===== config.mk =====
export PLATFORM = sky130hd
export DESIGN_NAME = seg7_scan_driver_flat
export DESIGN_NICKNAME = d
export VERILOG_FILES = /design/src/rtl/seg7_scan_driver_if.sv /design/src/rtl/seg7_scan_driver.sv /design/src/flat_wrapper.sv
export SDC_FILE = /design/constraint.sdc
export NUM_CORES = 1
export LEC_CHECK = 0
export BUFFER_PORTS_ARGS = -buffer_cell sky130_fd_sc_hd__buf_2
export CORE_ASPECT_RATIO = 1.1
export CORE_MARGIN = 2
export CORE_UTILIZATION = 51
export CTS_CLUSTER_SIZE = 28
export DETAILED_ROUTE_END_ITERATION = 7
export GPL_ROUTABILITY_DRIVEN = 1
export HOLD_SLACK_MARGIN = 0.1
export PLACE_DENSITY = 0.75
export SETUP_SLACK_MARGIN = 0.5
export SYNTH_ARGS = -nofsm -noshare
export SYNTH_HDL_FRONTEND = slang
export SYNTH_SLANG_ARGS = --single-unit

===== constraint.sdc =====
create_clock -name clk -period 2.2 [get_ports clk]
set_clock_uncertainty 0.2 [all_clocks]
set_input_delay 0 -clock clk [delete_from_list [all_inputs] [get_ports clk]]
set_output_delay 0 -clock clk [all_outputs]
set_load 0.05 [all_outputs]

===== src/rtl/seg7_scan_driver_if.sv =====
// Display-side bundle: BCD digits and display controls in, scanned segment/anode pins out.
// The driver takes the slave view; the digit source (or a bench) takes the master view.
interface seg7_scan_driver_if;
  logic [3:0] thousands;
  logic [3:0] hundreds;
  logic [3:0] tens;
  logic [3:0] ones;
  logic       blank_zeros;
  logic [3:0] dp_mask;
  logic [6:0] seg;
  logic       dp;
  logic [3:0] an;

  modport master (
    output thousands, hundreds, tens, ones, blank_zeros, dp_mask,
    input  seg, dp, an
  );

  modport slave (
    input  thousands, hundreds, tens, ones, blank_zeros, dp_mask,
    output seg, dp, an
  );
endinterface


===== src/rtl/seg7_scan_driver.sv =====
// Time-multiplexed 4-digit 7-segment driver with per-frame digit snapshots,
// leading-zero blanking, decimal points and anti-ghosting dead time.
module seg7_scan_driver #(
  parameter int REFRESH_DIV    = 50000,
  parameter int DEAD_CYCLES    = 2,
  parameter bit SEG_ACTIVE_LOW = 1'b1,
  parameter bit AN_ACTIVE_LOW  = 1'b1
) (
  input logic               clk,
  input logic               rst_n,
  seg7_scan_driver_if.slave io_disp
);

  localparam int CNT_W = (REFRESH_DIV > 1) ? $clog2(REFRESH_DIV) : 1;
  localparam logic [CNT_W-1:0] CNT_LAST = CNT_W'(REFRESH_DIV - 1);
  localparam logic [6:0] SEG_OFF = SEG_ACTIVE_LOW ? 7'h7F : 7'h00;
  localparam logic       DP_OFF  = SEG_ACTIVE_LOW ? 1'b1  : 1'b0;
  localparam logic [3:0] AN_OFF  = AN_ACTIVE_LOW  ? 4'hF  : 4'h0;

  logic [CNT_W-1:0] r_cnt;
  logic [1:0]       r_idx;
  logic [3:0]       r_shTh;
  logic [3:0]       r_shHu;
  logic [3:0]       r_shTe;
  logic [3:0]       r_shOn;
  logic             r_shBlank;
  logic [3:0]       r_shDp;
  logic [6:0]       r_seg;
  logic             r_dp;
  logic [3:0]       r_an;

  logic       w_tick;
  logic       w_dead;
  logic [3:0] w_digit;
  logic [3:0] w_blank;
  logic [6:0] w_segRaw;
  logic [6:0] w_segNext;
  logic       w_dpNext;
  logic [3:0] w_anRaw;
  logic [3:0] w_anNext;

  function automatic logic [6:0] bcdToSeg(input logic [3:0] v);
    logic [6:0] s;
    case (v)
      4'd0:    s = 7'h3F;
      4'd1:    s = 7'h06;
      4'd2:    s = 7'h5B;
      4'd3:    s = 7'h4F;
      4'd4:    s = 7'h66;
      4'd5:    s = 7'h6D;
      4'd6:    s = 7'h7D;
      4'd7:    s = 7'h07;
      4'd8:    s = 7'h7F;
      4'd9:    s = 7'h6F;
      default: s = 7'h40;
    endcase
    return s;
  endfunction

  assign w_tick = (r_cnt == CNT_LAST);

  generate
    if (DEAD_CYCLES == 0) begin : g_noDead
      assign w_dead = 1'b0;
    end else begin : g_dead
      assign w_dead = (32'(r_cnt) < 32'(DEAD_CYCLES));
    end
  endgenerate

  // A digit is blank only when every more-significant digit is also zero;
  // invalid codes compare nonzero, so they stop the blanking run.
  assign w_blank[3] = r_shBlank && (r_shTh == 4'd0);
  assign w_blank[2] = w_blank[3] && (r_shHu == 4'd0);
  assign w_blank[1] = w_blank[2] && (r_shTe == 4'd0);
  assign w_blank[0] = 1'b0;

  always_comb begin
    w_digit = r_shOn;
    case (r_idx)
      2'd0: w_digit = r_shOn;
      2'd1: w_digit = r_shTe;
      2'd2: w_digit = r_shHu;
      2'd3: w_digit = r_shTh;
      default: w_digit = r_shOn;
    endcase
  end

  always_comb begin
    w_segRaw  = w_blank[r_idx] ? 7'h00 : bcdToSeg(w_digit);
    w_segNext = SEG_ACTIVE_LOW ? ~w_segRaw : w_segRaw;
    w_dpNext  = SEG_ACTIVE_LOW ? ~r_shDp[r_idx] : r_shDp[r_idx];
    w_anRaw   = w_dead ? 4'h0 : (4'b0001 << r_idx);
    w_anNext  = AN_ACTIVE_LOW ? ~w_anRaw : w_anRaw;
  end

  // Shadow registers reload only at the 3->0 wrap so a frame never mixes old and new digits.
  always_ff @(posedge clk) begin
    if (!rst_n) begin
      r_cnt     <= '0;
      r_idx     <= 2'd0;
      r_shTh    <= 4'd0;
      r_shHu    <= 4'd0;
      r_shTe    <= 4'd0;
      r_shOn    <= 4'd0;
      r_shBlank <= 1'b0;
      r_shDp    <= 4'd0;
      r_seg     <= SEG_OFF;
      r_dp      <= DP_OFF;
      r_an      <= AN_OFF;
    end else begin
      r_cnt <= w_tick ? '0 : r_cnt + 1'b1;
      if (w_tick) begin
        r_idx <= r_idx + 2'd1;
        if (r_idx == 2'd3) begin
          r_shTh    <= io_disp.thousands;
          r_shHu    <= io_disp.hundreds;
          r_shTe    <= io_disp.tens;
          r_shOn    <= io_disp.ones;
          r_shBlank <= io_disp.blank_zeros;
          r_shDp    <= io_disp.dp_mask;
        end
      end
      r_seg <= w_segNext;
      r_dp  <= w_dpNext;
      r_an  <= w_anNext;
    end
  end

  assign io_disp.seg = r_seg;
  assign io_disp.dp  = r_dp;
  assign io_disp.an  = r_an;

endmodule


===== src/flat_wrapper.sv =====
// flat-port wrapper written by rule: the top's interface ports become plain ports
module seg7_scan_driver_flat 
#(
  parameter int REFRESH_DIV    = 50000,
  parameter int DEAD_CYCLES    = 2,
  parameter bit SEG_ACTIVE_LOW = 1'b1,
  parameter bit AN_ACTIVE_LOW  = 1'b1
)
  (clk, rst_n, io_disp_thousands, io_disp_hundreds, io_disp_tens, io_disp_ones, io_disp_blank_zeros, io_disp_dp_mask, io_disp_seg, io_disp_dp, io_disp_an);
  seg7_scan_driver_if io_disp_i ();
  input logic clk;
  input logic rst_n;
  input wire logic [$bits(io_disp_i.thousands)-1:0] io_disp_thousands;
  input wire logic [$bits(io_disp_i.hundreds)-1:0] io_disp_hundreds;
  input wire logic [$bits(io_disp_i.tens)-1:0] io_disp_tens;
  input wire logic [$bits(io_disp_i.ones)-1:0] io_disp_ones;
  input wire logic [$bits(io_disp_i.blank_zeros)-1:0] io_disp_blank_zeros;
  input wire logic [$bits(io_disp_i.dp_mask)-1:0] io_disp_dp_mask;
  output wire logic [$bits(io_disp_i.seg)-1:0] io_disp_seg;
  output wire logic [$bits(io_disp_i.dp)-1:0] io_disp_dp;
  output wire logic [$bits(io_disp_i.an)-1:0] io_disp_an;
  assign io_disp_i.thousands = io_disp_thousands;
  assign io_disp_i.hundreds = io_disp_hundreds;
  assign io_disp_i.tens = io_disp_tens;
  assign io_disp_i.ones = io_disp_ones;
  assign io_disp_i.blank_zeros = io_disp_blank_zeros;
  assign io_disp_i.dp_mask = io_disp_dp_mask;
  assign io_disp_seg = io_disp_i.seg;
  assign io_disp_dp = io_disp_i.dp;
  assign io_disp_an = io_disp_i.an;
  seg7_scan_driver #(.REFRESH_DIV(REFRESH_DIV), .DEAD_CYCLES(DEAD_CYCLES), .SEG_ACTIVE_LOW(SEG_ACTIVE_LOW), .AN_ACTIVE_LOW(AN_ACTIVE_LOW)) u_core (.clk(clk), .rst_n(rst_n), .io_disp(io_disp_i));
endmodule

Yosys cells after proc, flatten, opt, wreduce, memory -nomap -nowiden
Memory sizes are Yosys's and may differ from the RTL's.
Index checks and enable logic that the tools add are counted.
Widths: inputs -> output; s select.
{"block": "totals", "word_cells": 41, "out_inout_bits": 12, "mem_bits_ro": 112, "register_bits": 51, "input_bits": 23, "n_memories": 1}
{"memory": "(name not given)", "depth": 16, "word_bits": 7, "read_ports": 1, "rd_clocked_by_memory_dff": 0, "write_ports": 0, "line_no": "seg7_scan_driver.sv:44", "rtl": "case (v)"}
{"block": "op_classes", "eq_ne": 4, "n_reduce_logical": 9, "bitwise": 4, "addsub": 2, "shifts": 1, "magnitude_cmp": 2, "mux": 7}
{"operator": "$add 16x1->16 const B", "n": 1}
{"operator": "$eq 16x16->1 const B", "n": 1}
{"operator": "$lt 16x2->1 const B", "n": 1}
{"operator": "$pmux 4 s4", "n": 1}
{"operator": "$logic_not 4->1", "n": 3}
{"operator": "$mux 7", "n": 1}
{"operator": "$not 7->7", "n": 1}
{"operator": "$bmux 1 s2", "n": 2}
{"operator": "$eq 2x2->1 const B", "n": 2}
{"operator": "$mux 4", "n": 1}
{"operator": "$not 4->4", "n": 1}
{"operator": "$shl 1x2->4 const A", "n": 1}
{"operator": "$logic_and 1x1->1", "n": 3}
{"operator": "$lt 2x3->1 const B", "n": 1}
{"operator": "$add 2x1->2 const B", "n": 1}
{"operator": "$eq 2x1->1 const B", "n": 1}
{"operator": "$logic_not 2->1", "n": 1}
{"operator": "$mux 1", "n": 2}
{"operator": "$not 1->1", "n": 2}
{"operator": "$reduce_and 2->1", "n": 1}
{"operator": "$reduce_or 2->1", "n": 1}

Logic depth before layout (Yosys ltp)
{"block": "logic_depth", "word_depth": 8, "ltp_mapped": 10, "depth_no_buf": 10}

Worst setup path after synthesis
OpenSTA, ideal clock, no wires.
{"block": "synth_timing", "path_type": "reg-to-reg", "start": "register u_core.r_idx[0]", "end": "register u_core.r_seg[4], in the netlist u_core.io_disp.seg[4]", "setup_ps": 95, "arrival_time_ps": 2195, "setup_slack_ps": -290, "required_time_ps": 1905, "period_less_slack_ps": 2490, "n_path_buf": 0, "stages_incl_launch_ff": 11, "cell_sequence": "dfxtp_1 inv_1 ha_1 inv_2 mux2i_1 inv_1 ha_1 nor2b_1 a32oi_1 nor2_1 o311ai_1"}
{"block": "synth_between", "elab_chain_len": 5, "word_cells_on_any_way": 10, "classes_between": "eq/ne: 3; mux: 4; bitwise: 1; reduce/logical: 1; memory: 1"}
{"item": "start, declared", "line_no": "seg7_scan_driver.sv:21", "rtl": "logic [1:0] r_idx;"}
{"item": "start signal, assigned", "line_no": "seg7_scan_driver.sv:113", "rtl": "r_idx <= r_idx + 2'd1;"}
{"item": "$eq 2x2->1, or another cell as far along", "line_no": "seg7_scan_driver.sv:79", "rtl": "case (r_idx)"}
{"item": "$pmux 4 s4", "line_no": "seg7_scan_driver.sv:79"}
{"item": "$mem_v2 16x7"}
{"item": "$mux 7 (*)", "line_no": "seg7_scan_driver.sv:89", "rtl": "w_segRaw = w_blank[r_idx] ? 7'h00 : bcdToSeg(w_digit);"}
{"item": "$not 7->7 (*)", "line_no": "seg7_scan_driver.sv:90", "rtl": "w_segNext = SEG_ACTIVE_LOW ? ~w_segRaw : w_segRaw;"}
{"item": "end signal, assigned", "line_no": "seg7_scan_driver.sv:123", "rtl": "r_seg <= w_segNext;"}
{"item": "end, declared", "line_no": "seg7_scan_driver.sv:28", "rtl": "logic [6:0] r_seg;"}
Every way passes the cells marked *; elsewhere a longest branch is shown, timed or not. The select of a mux whose other input is x is not followed.
A chain may end at the register's enable or synchronous reset.

Final worst setup path
{"block": "layout_timing", "start": "register u_core.r_idx[1]", "end": "register u_core.r_seg[3], in the netlist u_core.io_disp.seg[3]"}
The elaborated chain is that of the path after synthesis.

==> flow_summary.json <==
{
  "status": "finished, violations left",
  "violations": "setup timing",
  "synthCells": 272,
  "design.core.area_sq_mm": 0.00462,
  "start_util_pct": 52.4,
  "drtAntennaViolNets": 0,
  "drv_cap": 0,
  "clk_pin_slew_ns": 0.09,
  "synth.distinct_cells": 37,
  "die_w_microns": 69.7,
  "final_max_slew_viol_count": 0,
  "dr.pass1.iters": 5,
  "synthAdderAreaFrac_pct": 5.69,
  "clock_latency_ns": 0.31,
  "area_delta_synth_final_pct": 51.4,
  "num_rows": 26,
  "cts_buffers": 5,
  "htreeDepth": 2,
  "finalInstanceArea_sq_mm": 0.00366,
  "arrival_ns": 2.30,
  "dieArea_sq_mm": 0.00531,
  "fmax_mhz": 432,
  "cts_sinks": 51,
  "cts_root_buf": "clkbuf_8",
  "grt_usage_pct": 24.6,
  "final_common_cell": "nand2_1",
  "routed_wl_microns": 6650,
  "instances_no_fill": 426,
  "grt_pass1_wl_microns": 10600,
  "muxShareOfSynthArea_pct": 10.9,
  "synth_area_sq_mm": 0.00242,
  "placed_area_sq_mm": 0.00289,
  "holdWs_ns": 0.265,
  "avgSynthCellArea_sq_um": 8.90,
  "setup_viol": 6,
  "cts_tree": "yes",
  "antenna_cells": 0,
  "synth_compound_area_share_pct": 10.4,
  "hold_violations": 0,
  "dpl.hpwl_microns": 3780,
  "rsz0062_at_grt": "yes",
  "synth_simple_gate_area_share_pct": 21.9,
  "io_pins": 35,
  "yosysWarnings": 0,
  "grt_max_degree": 30,
  "period_needed_ns": 2.31,
  "fin_tns_setup_ns": -0.637,
  "synth_nets": 306,
  "start_kind": "register",
  "synth_xor_area_share_pct": 4.71,
  "grt-ovfl-total": 0,
  "period_share_pct": 105,
  "peakVddDrop_mv": 0.312,
  "clock_path_buffers": 2,
  "max_slew.worst_pin.slew_ns": 0.440,
  "wl_per_cell_microns": 15.6,
  "vias": 2345,
  "synth.yosys.seq_area_share_pct": 42.2,
  "dpl.cell_count": 371,
  "fin_nets": 403,
  "final_cell_mix": "nand2_1 (52), dfxtp_1 (41), buf_2 (33)",
  "total_power_mw": 1.67,
  "drcViolationCount": 0,
  "drt-initial-drc-count": 166,
  "die_h_microns": 76.2,
  "hold_path_class": "reg2reg",
  "path_max_fanout": 4,
  "synth_top_family_by_area": "simple AND/OR/NAND/NOR gates",
  "via_per_inst": 5.50,
  "worstPathRequired_ns": 2.18,
  "critical_path_class": "reg2reg",
  "io_buffer_count": 34,
  "maxSlewHeadroom_pct": 70.3,
  "fin_ws_ns": -0.114,
  "place_congestion": 0.862,
  "power_density_mw_per_mm2": 455,
  "p_leak_nw": 1.34,
  "antenna_found_initial": 0,
  "ys_seq_elements": 51,
  "end_kind": "register",
  "drive_gt1_share_pct": 38.6,
  "grt_pass1_vias": 2356
}
[cell usage after synthesis, drive strengths merged]
library cell,n,area (sq um)
o211ai,5,37.5
a211o,3,30.0
a32oi,2,17.5
nand3b,1,7.51
xor2,9,78.8
clkbuf,10,37.5
nor4,6,37.5
a22oi,2,15.0
nand3,7,35.0
a21o,1,8.76
o21ai,5,25.0
and4,3,26.3
inv,12,45.0
nand4,7,43.8
ha,11,138
mux2,1,11.3
mux2i,23,230
xnor2,4,35.0
nand2,53,199
mux4,1,22.5
o311ai,1,8.76
a2111o,1,11.3
nor2b,3,18.8
a41oi,1,8.76
buf,3,20.0
nor3,4,30.0
and3,5,31.3
nor2,20,75.1
dfxtp,51,1020
or3,4,25.0
a21oi,9,48.8
a222oi,4,40.0
[repair_timing]
| action | 4_1_cts | 5_1_grt |
|---|---|---|
| pin swaps | 15 | 22 |
| hold buffers | 31 | 0 |
| cloned | 3 | 0 |
| endpoints found under the setup margin | 45 | 47 |
| gates resized for setup | 34 | 34 |
| setup buffers | 10 | 3 |
| hold endpoints to repair | 42 | 0 |
[layer usage]
metal | global-route usage, % | share of wire (%)
met1 | 27.7 | 39
met2 | 46.1 | 54
met3 | 4.50 | 4.6
met4 | 8.65 | 2.1
met5 | 0 | 0
[per-stage QoR]
step / setup slack (ns) / util (%)
5_1_grt: -0.224 / 79.3
3_5_place_dp: -0.113 / 62.6
6_report: -0.114 / 79.3
4_1_cts: -0.0955 / 76.1
2_1_floorplan: -0.0586 / -
3_3_place_gp: -0.0408 / 62.6
[cell type report]
type	count	area (sq um)
fill	291	955
timing repair buffer	103	806
tap	56	70.1
inverter	12	50.0
multi-input combinational	196	1600
sequential	51	1050
clock buffer	7	86.3
clock inverter	1	5.00
[logic make-up (layout without fill, tap and decap cells)]
| family | count (synthesis) | after routing |
|---|---|---|
| AO/OA/AOI/OAI | 34 | 34 |
| XOR/XNOR | 13 | 13 |
| adder cells (fa/ha/maj) | 11 | 11 |
| buffers and inverters | 25 | 123 |
| flip-flops | 51 | 51 |
| multiplexers | 25 | 25 |
| AND/OR/NAND/NOR | 113 | 113 |
[state kept, by name, summed over array words and instances, names as in the netlist]
register            cells
u_core.r_cnt           16
u_core.io_disp.seg      7
u_core.io_disp.an       4
u_core.r_shDp           4
u_core.r_shHu           4
u_core.r_shOn           4
u_core.r_shTe           4
u_core.r_shTh           4
u_core.r_idx            2
u_core.io_disp.dp       1
u_core.r_shBlank        1
[worst max-delay path, cell delays in order, from the launching register on]
cell      delay, ns
dfxtp_4        0.41
inv_4          0.06
ha_4           0.16
a222oi_1       0.37
a21oi_2        0.12
inv_2          0.12
ha_1           0.24
a211o_2        0.32
a21oi_2        0.11
o211ai_1       0.08
[report_power, final]
part	internal [mW]	total [mW]	leakage [nW]	switching [mW]
Clock	0.254	0.553	0.0482	0.299
Combinational	0.0852	0.178	0.875	0.0927
Sequential	0.929	0.937	0.421	0.00744
Total	1.27	1.67	1.34	0.399
[final timing paths]
check                           to  cells past startpoint  slack, ns              from
max          u_core.io_disp.seg[3]                      9      -0.11   u_core.r_idx[1]
min               u_core.r_shDp[1]                      2       0.27  u_core.r_shDp[1]
max reg2reg  u_core.io_disp.seg[3]                      9      -0.11   u_core.r_idx[1]
min reg2reg       u_core.r_shDp[1]                      2       0.27  u_core.r_shDp[1]
Note: power is estimated with default switching activity, not from simulation.
